## config.mk

```make
export PLATFORM = sky130hd
export DESIGN_NAME = rf_write_arbiter
export DESIGN_NICKNAME = d
export VERILOG_FILES = /design/src/rtl/rf_write_arbiter.sv
export SDC_FILE = /design/constraint.sdc
export NUM_CORES = 1
export LEC_CHECK = 0
export BUFFER_PORTS_ARGS = -buffer_cell sky130_fd_sc_hd__buf_2
export CAP_MARGIN = 20
export CORE_MARGIN = 5
export CORE_UTILIZATION = 40
export CTS_CLUSTER_DIAMETER = 80
export DETAILED_ROUTE_END_ITERATION = 12
export SYNTH_ARGS = -nofsm -noshare
export SYNTH_HDL_FRONTEND = slang
export SYNTH_SLANG_ARGS = --single-unit
```

## constraint.sdc

```tcl
create_clock -name clk -period 7.2 [get_ports clk]
set_input_delay 1.44 -clock clk [delete_from_list [all_inputs] [get_ports clk]]
set_output_delay 1.44 -clock clk [all_outputs]
set_load 0.05 [all_outputs]
```

## src/rtl/rf_write_arbiter.sv

```systemverilog
// rf_write_arbiter: shares the register-file write port between writeback and a long-latency FIFO
module rf_write_arbiter #(
    parameter int DEPTH    = 2,
    parameter int MAX_WAIT = 4
) (
    input  logic        clk,
    input  logic        reset,
    input  logic        wb_valid,
    input  logic [4:0]  wb_rd,
    input  logic [31:0] wb_data,
    input  logic        lu_valid,
    output logic        lu_ready,
    input  logic [4:0]  lu_rd,
    input  logic [31:0] lu_data,
    input  logic        issue_valid,
    input  logic [4:0]  issue_rd,
    input  logic [4:0]  query_rs1,
    input  logic [4:0]  query_rs2,
    output logic        rs1_busy,
    output logic        rs2_busy,
    output logic        wb_stall,
    output logic        rf_we,
    output logic [4:0]  rf_rd,
    output logic [31:0] rf_din,
    output logic        protocol_err
);
    localparam int PW = $clog2(DEPTH);
    localparam int CW = $clog2(DEPTH + 1);
    localparam int WW = $clog2(MAX_WAIT + 1);
    localparam logic [CW-1:0] FULL = CW'(DEPTH);
    localparam logic [WW-1:0] WMAX = WW'(MAX_WAIT);

    logic [4:0]    mem_rd   [DEPTH];
    logic [31:0]   mem_data [DEPTH];
    logic [PW-1:0] wr_ptr, rd_ptr;
    logic [CW-1:0] count;
    logic [WW-1:0] wait_cnt;
    logic [31:0]   pending, pending_nxt;
    logic [4:0]    head_rd;
    logic          wb_req, head_req, pop, push, head_we, violation;

    always_comb begin
        head_rd   = mem_rd[rd_ptr];
        wb_req    = wb_valid && wb_rd != '0;
        head_req  = count != '0;
        pop       = head_req && !wb_req;
        head_we   = pop && head_rd != '0;
        lu_ready  = count != FULL;
        push      = lu_valid && lu_ready;
        rf_we     = reset && (wb_req || head_we);
        rf_rd     = wb_req ? wb_rd : head_rd;
        rf_din    = wb_req ? wb_data : mem_data[rd_ptr];
        wb_stall  = wait_cnt == WMAX && head_req;
        rs1_busy  = pending[query_rs1];
        rs2_busy  = pending[query_rs2];
        violation = (issue_valid && issue_rd != '0 && pending[issue_rd]) ||
                    (wb_req && pending[wb_rd]) ||
                    (lu_valid && lu_rd != '0 && !pending[lu_rd]) ||
                    (wb_valid && wb_stall);
        // set after clear so a same-cycle reissue keeps the register pending
        pending_nxt = pending;
        if (head_we) pending_nxt[head_rd] = 1'b0;
        if (issue_valid && issue_rd != '0) pending_nxt[issue_rd] = 1'b1;
    end

    always_ff @(posedge clk) begin
        if (push) begin
            mem_rd[wr_ptr]   <= lu_rd;
            mem_data[wr_ptr] <= lu_data;
        end
    end

    always_ff @(posedge clk or negedge reset) begin
        if (!reset) begin
            wr_ptr       <= '0;
            rd_ptr       <= '0;
            count        <= '0;
            wait_cnt     <= '0;
            pending      <= '0;
            protocol_err <= 1'b0;
        end else begin
            if (push) wr_ptr <= wr_ptr + 1'b1;
            if (pop) rd_ptr <= rd_ptr + 1'b1;
            if (push && !pop) count <= count + 1'b1;
            else if (pop && !push) count <= count - 1'b1;
            wait_cnt <= (!head_req || pop) ? '0 : (wait_cnt != WMAX) ? wait_cnt + 1'b1 : wait_cnt;
            pending  <= pending_nxt;
            if (violation) protocol_err <= 1'b1;
        end
    end
endmodule

```

==> summary.md, run 1 <==
| Metric | Value |
|---|---|
| Status | `completed` |
| Multi-input gate area | `2763 sq um` |
| Largest family of logic cells by synthesized area | `multiplexers` |
| Total Neg Setup Slack | `0 ns` |
| FF+latch area | `3224 sq um` |
| Total gr overflow | `0` |
| Nets | `732` |
| Wire per inst | `19.69 um` |
| TritonCTS clock tree | `built` |
| Core area | `15150 sq um` |
| Post-place setup slack | `2.114 ns` |
| RSZ-0062 raised after global routing | `false` |
| Post-Synth XOR/XNOR Area | `0.8570%` |
| CTS resizes | `0` |
| Drt first pass iters | `6` |
| Crit path capture type | `primary output` |
| Longest Clk Path Bufs | `2` |
| Sw frac | `38.74%` |
| # hold bufs at CTS | `0` |
| Final WL | `16.46 mm` |
| DIE AREA | `17910 sq um` |
| Vias per cell | `5.697` |
| DRC violations left | `0` |
| Syn_nets | `602` |
| Sequential share of power | `37.4%` |
| DP HPWL | `11.71 mm` |
| FF+latch count, synth | `114` |
| Gr usage total | `18.17%` |
| Slowest CP cell | `or4_1` |
| Dpl cells | `802` |
| Global-route wire length before repair | `25.27 mm` |
| Post-route ant nets | `0` |
| Worst Skew | `0.007257 ns` |
| Synth Area in Compound Gates | `10.98%` |
| EDFF count, synth | `74` |
| Largest net degree at the start of global routing | `46` |
| Unique cell type count in the Yosys netlist | `46` |
| Layout cells sized above 1 | `34.00%` |
| Critical Path Source Type | `primary input` |
| Post-Synth Simple-Gate Area | `9.794%` |
| Fill count | `1343` |
| PwrDens | `403.8 nW/um^2` |
| Logic pwr share | `36.6%` |
| WP data required | `5.76 ns` |
| Seq/Total Area, Yosys | `52.56%` |
| Port bufs | `136` |
| VDD IR max | `0.1948 mV` |
| DR vias | `4763` |
| Setup ws final | `2.119 ns` |
| Part of the power in the clock network | `26.1%` |
| Slew Limit Fails | `0` |
| IO Pins | `137` |
| Worst slew pin tran | `0.9306 ns` |
| Number of placement rows | `45` |
| Clk slew on worst S/H paths | `0.06 ns` |
| Hold Fails Final Rpt | `0` |
| Period Utilization, post-route | `70.58%` |
| Iteration-0 DRC count of the detailed router | `473` |
| Leakage | `3.018 nW` |
| Critical-path cell list | `buf_2 -> or4_1 -> o21ai_4 -> buf_4 -> nor2_1 -> a21oi_1 -> buf_2` |
| Max-Cap Viols | `0` |
| Root cell of the clock tree | `clkbuf_16` |
| Placer Congestion | `0.9022` |
| Max_slew headroom | `37.96%` |
| Final setup fails | `0` |
| Cells after synthesis | `505` |
| Hold Slack | `0.4786 ns` |
| Slowest stage delay, CP | `0.56 ns` |
| Vias in the first global route | `4706` |
| Clock sinks | `114` |
| Die X | `133.8 um` |
| CP dominant cell by count | `buf_2` |
| NetSw | `1.183 mW` |
| Post-synth ARST share | `35.09%` |
| Layout area overhead | `23.34%` |
| PnR Total Power | `3.054 mW` |
| Initial core utilization | `40.49%` |
| Initial antenna violation count | `3` |
| Fin cells | `836` |
| Synth Area in Adders | `0.6121%` |
| Syn Area/Cell | `12.14 sq um` |
| Synth Cell Area | `6132 sq um` |
| Syn. warnings | `0` |
| Post-CTS Setup Repair Bufs | `0` |
| Top FF cell, synth | `edfxtp_1` |
| Die H | `133.8 um` |
| P_int | `1.871 mW` |
| FMAX | `196.8 MHz` |
| Worst min path class | `register to register` |
| Mux contribution to synthesized area | `22.55%` |
| Number of buffers created by CTS | `17` |
| CP Class | `primary input to primary output` |
| Final Critical Period | `5.081 ns` |
| CP max FO | `37` |
| CTS HTree Levels | `4` |
| Clock Latency Late Sink | `0.41 ns` |
| Data arrival, critical path | `3.64 ns` |
-- path summary, 6_finish.rpt --
check	slack (ns)	start	endpoint	depth (start not counted)
setup / recovery	2.12	wb_rd[2]	rf_din[15]	7
hold / removal	0.48	pending[0]$_DFF_PN0_	pending[0]$_DFF_PN0_	0
setup reg to reg	4.71	rd_ptr$_DFFE_PN0P_	pending[8]$_DFF_PN0_	5
hold reg to reg	0.48	pending[0]$_DFF_PN0_	pending[0]$_DFF_PN0_	0
max in group asynchronous	5.84	reset	rd_ptr$_DFFE_PN0P_	2
min in group asynchronous	0.89	reset	pending[19]$_DFF_PN0_	1
-- cells in the final DEF, fill, tap and decap left out, types with 4 or more instances in the layout --
cell / count
mux2_2: 7
a31oi_1: 4
o21ai_1: 60
nor2_1: 47
nand2_1: 24
buf_2: 136
a21oi_1: 39
mux4_2: 33
xnor2_1: 4
nand2b_1: 8
nand2_2: 4
nand4_1: 4
mux2i_1: 56
clkbuf_16: 17
nor3_1: 4
o21ai_0: 4
inv_1: 8
edfxtp_1: 74
nand3_1: 11
dfrtp_1: 39
-- cell type report --
type                            count  share of cell area, %
Timing Repair Buffer              141                  9.826
Clock buffer                       17                  5.624
Sequential cell                   114                  42.63
Tap cell                          188                  3.110
Clock inverter                     14                  1.853
Antenna cell                        1                0.03309
Inverter                            8                 0.3970
Multi-Input combinational cell    353                  36.53
-- power groups by stage --
| stage | Sequential (mW) | Clock [mW] | Combinational [mW] |
|---|---|---|---|
| after CTS | 1.13 | 0.809 | 1.12 |
| after global routing | 1.16 | 0.839 | 1.20 |
| after floorplan | 1.04 | 0 | 0.866 |
| final | 1.14 | 0.797 | 1.12 |
| after detailed placement | 1.14 | 0 | 1.11 |
| after global placement | 1.13 | 0 | 1.10 |
-- kinds of logic after synthesis --
group,after synthesis
AND/OR/NAND/NOR,125
buffers and inverters,38
XOR/XNOR,6
flip-flops,114
multiplexers,96
adder cells (fa/ha/maj),3
AO/OA/AOI/OAI,123
-- stage by stage --
stage / cell area (sq um) / utilization, %
after global routing: 7564 / 49.94
after global placement: 6955 / 45.92
after detailed placement: 6955 / 45.92
after CTS: 7521 / 49.66
after floorplan: 6132 / -
final: 7564 / 49.94
-- worst max-delay path: cells and delay by family --
family | cells | cell delay (ns)
AND/OR/NAND/NOR | 2 | 0.65
AO/OA/AOI/OAI | 2 | 0.67
buffers and inverters | 3 | 0.86
-- synthesized netlist by cell type (all sizes together) (2+ instances only) --
cell     number  area share [%]
a2111oi       2            0.29
a21oi        39             3.2
a311oi        2            0.29
a31oi         4            0.41
and3          3            0.31
buf          16             1.3
clkbuf       14            0.86
dfrtp        40              16
edfxtp       74              36
ha            3            0.61
inv           8            0.49
mux2          7             1.3
mux2i        56             9.1
mux4         33              12
nand2        28             1.9
nand2b        8            0.82
nand3        11            0.90
nand3b        2            0.24
nand4         4            0.41
nand4b        2            0.29
nor2         48             2.9
nor2b         3            0.31
nor3          4            0.33
nor3b         3            0.37
nor4          2            0.20
o211ai        3            0.37
o21ai        65             5.4
or3           2            0.20
xnor2         4            0.57
xor2          2            0.29
-- sequential cells by signal, summed over array words and instances (netlist names) --
| name | flops |
|---|---|
| rd_ptr | 1 |
| mem_data | 64 |
| wr_ptr | 1 |
| protocol_err | 1 |
| mem_rd | 10 |
| pending | 32 |
| wait_cnt | 3 |
| count | 2 |
-- layer usage --
metal  wire length (um)  GRT usage [%]
met1               6748          23.65
met2               8186          29.25
met3               1115          4.126
met4                382          8.000
met5                 27              0
Note: power is estimated with default switching activity, not from simulation.
==> run 2: changes to the inputs <==
- clock period: 7.2 -> 5.2 ns (I/O delays scaled with it)
==> summary.md, run 2 (synthesis results as in run 1) <==
| Metric | Value |
|---|---|
| DP HPWL | `12.04 mm (+2.8%)` |
| Gr usage total | `18.55% (+0.37 points)` |
| Drt first pass iters | `6 (unchanged)` |
| RSZ-0062 raised after global routing | `false` |
| Longest Clk Path Bufs | `2 (unchanged)` |
| Placer Congestion | `0.9061 (+0.43%)` |
| Crit. Startpoint | `wb_rd[2]` |
| DR vias | `4845 (+1.7%)` |
| N_diodes | `0 (-1)` |
| Die H | `133.8 um (unchanged)` |
| Initial core utilization | `40.49% (unchanged)` |
| Final WL | `16.67 mm (+1.3%)` |
| # hold bufs at CTS | `0 (unchanged)` |
| Reg with most FFs | `mem_data` |
| Total gr overflow | `0 (unchanged)` |
| Biggest regs | `mem_data (64), pending (32), mem_rd (10)` |
| CP Class | `primary input to primary output` |
| FF+latch area | `3224 sq um (unchanged)` |
| Multi-input gate area | `2763 sq um (unchanged)` |
| Worst slew pin tran | `0.9109 ns (-0.01968 ns)` |
| RR Endpoint | `pending[8]$_DFF_PN0_` |
| CTS resizes | `0 (unchanged)` |
| Port bufs | `136 (unchanged)` |
| CTS HTree Levels | `4 (unchanged)` |
| Fin cells | `836 (unchanged)` |
| DIE AREA | `17910 sq um (unchanged)` |
| Status | `completed` |
| Commonest non-fill, non-tap cells in the layout | `136 x buf_2, 74 x edfxtp_1, 60 x o21ai_1` |
| Vias per cell | `5.795 (+1.7%)` |
| Layout area overhead | `23.20%` |
| Data arrival, critical path | `3.00 ns (-0.64 ns)` |
| Worst Skew | `0.007952 ns (+0.0006950 ns)` |
| Cells on worst reg2reg path | `4 (-1)` |
| Max-Cap Viols | `0 (unchanged)` |
| RR Startpoint | `rd_ptr$_DFFE_PN0P_` |
| Wire per inst | `19.94 um (+1.3%)` |
| VDD IR max | `0.2585 mV (+33%)` |
| Global-route wire length before repair | `25.74 mm (+1.9%)` |
| Fill count | `1307 (-2.7%)` |
| Crit path capture type | `primary output` |
| Post-route ant nets | `0 (unchanged)` |
| End point of the critical path | `rf_din[10]` |
| Number of buffers created by CTS | `17 (unchanged)` |
| Flop2flop setup slack | `2.87 ns (-1.84 ns)` |
| Leakage | `3.016 nW (about the same)` |
| Clk slew on worst S/H paths | `0.05 ns (about the same)` |
| Max FFs per register | `64 (unchanged)` |
| Initial antenna violation count | `1 (-2)` |
| Hold Fails Final Rpt | `0 (unchanged)` |
| Number of placement rows | `45 (unchanged)` |
| Vias in the first global route | `4776 (+1.5%)` |
| Root cell of the clock tree | `clkbuf_16` |
| Clock Latency Late Sink | `0.41 ns (about the same)` |
| DRC violations left | `0 (unchanged)` |
| Nets | `732 (unchanged)` |
| Final Critical Period | `4.043 ns` |
| Iteration-0 DRC count of the detailed router | `496 (+4.9%)` |
| Core area | `15150 sq um (unchanged)` |
| FMAX | `247.4 MHz` |
| Slew Limit Fails | `0 (unchanged)` |
| Post-CTS Setup Repair Bufs | `0 (unchanged)` |
| Final setup fails | `0 (unchanged)` |
| Dpl cells | `804 (+0.25%)` |
| Die X | `133.8 um (unchanged)` |
| PwrDens | `561.6 nW/um^2 (+39%)` |
| Worst min path class | `register to register` |
| IO Pins | `137 (unchanged)` |
| Period Utilization, post-route | `77.75%` |
| Largest net degree at the start of global routing | `50 (+8.7%)` |
| Layout cells sized above 1 | `33.80% (-0.21 points)` |
| Most common cell after layout, fill and taps aside | `buf_2` |
| Critical Path Source Type | `primary input` |
| CP max FO | `49 (+32%)` |
| TritonCTS clock tree | `built` |
| Max_slew headroom | `37.54% (-0.43 points)` |
| WP data required | `4.16 ns (-1.60 ns)` |
| Total Neg Setup Slack | `0 ns (unchanged)` |
| Clock sinks | `114 (unchanged)` |
-- run 2: cell count changes in the layout (fill, tap and decap cells not counted), sizes merged --
| cell | delta |
|---|---|
| inv | +1 |
| diode | -1 |
-- run 2: power breakdown --
group	internal, mW	switching (mW)	leakage, nW	total [mW]
combinational	0.622	0.895	1.58	1.52
sequential	1.27	0.354	1.17	1.62
clock	0.698	0.404	0.270	1.10
total	2.59	1.65	3.02	4.24
-- run 2: metrics by stage --
stage                     area [sq um]  util [%]  total power [mW]  hold WS (ns)  setup WS [ns]
final                             7555     49.88             4.243        0.4623          1.157
after global routing              7555     49.88             4.445        0.4931          1.001
after CTS                         7555     49.88             4.250        0.4676          1.146
after detailed placement          6990     46.15             3.139        0.4535          1.185
after global placement            6963     45.97             3.076        0.4585          1.268
after floorplan                   6132         -             2.643        0.4608          1.244
-- run 2: critical path: stages --
cell and delay [ns]:
buf_2 0.16, or4_1 0.58, o21ai_4 0.27, buf_4 0.43, nor2_1 0.07, a21oi_1 0.14, buf_2 0.29
-- run 2: cell type report --
| cell class | count | area share, % |
|---|---|---|
| timing repair buffer | 141 | 9.771 |
| sequential | 114 | 42.68 |
| tap | 188 | 3.114 |
| clock inverter | 15 | 1.838 |
| multi-input combinational | 353 | 36.57 |
| inverter | 8 | 0.3975 |
| clock buffer | 17 | 5.631 |
-- run 2: how the worst min path moves through the flow --
stage / cells past startpoint / end / startpoint / slack (ns)
detailed placement: 0 / pending[0]$_DFF_PN0_ / pending[0]$_DFF_PN0_ / 0.45
floorplan: 1 / wr_ptr$_DFFE_PN0N_ / wr_ptr$_DFFE_PN0N_ / 0.46
finish: 0 / pending[0]$_DFF_PN0_ / pending[0]$_DFF_PN0_ / 0.46
global placement: 0 / pending[0]$_DFF_PN0_ / pending[0]$_DFF_PN0_ / 0.46
CTS: 0 / pending[0]$_DFF_PN0_ / pending[0]$_DFF_PN0_ / 0.47
global route: 0 / pending[0]$_DFF_PN0_ / pending[0]$_DFF_PN0_ / 0.49
-- run 2: per-layer routing --
| metal | up-vias | track usage (%) | part of all wire (%) |
|---|---|---|---|
| li1 | 2217 | - | - |
| met1 | 2347 | 23.82 | 40 |
| met2 | 239 | 30.49 | 49 |
| met3 | 40 | 5.026 | 8.2 |
| met4 | 2 | 6.343 | 1.9 |
| met5 | - | 0 | 0.078 |
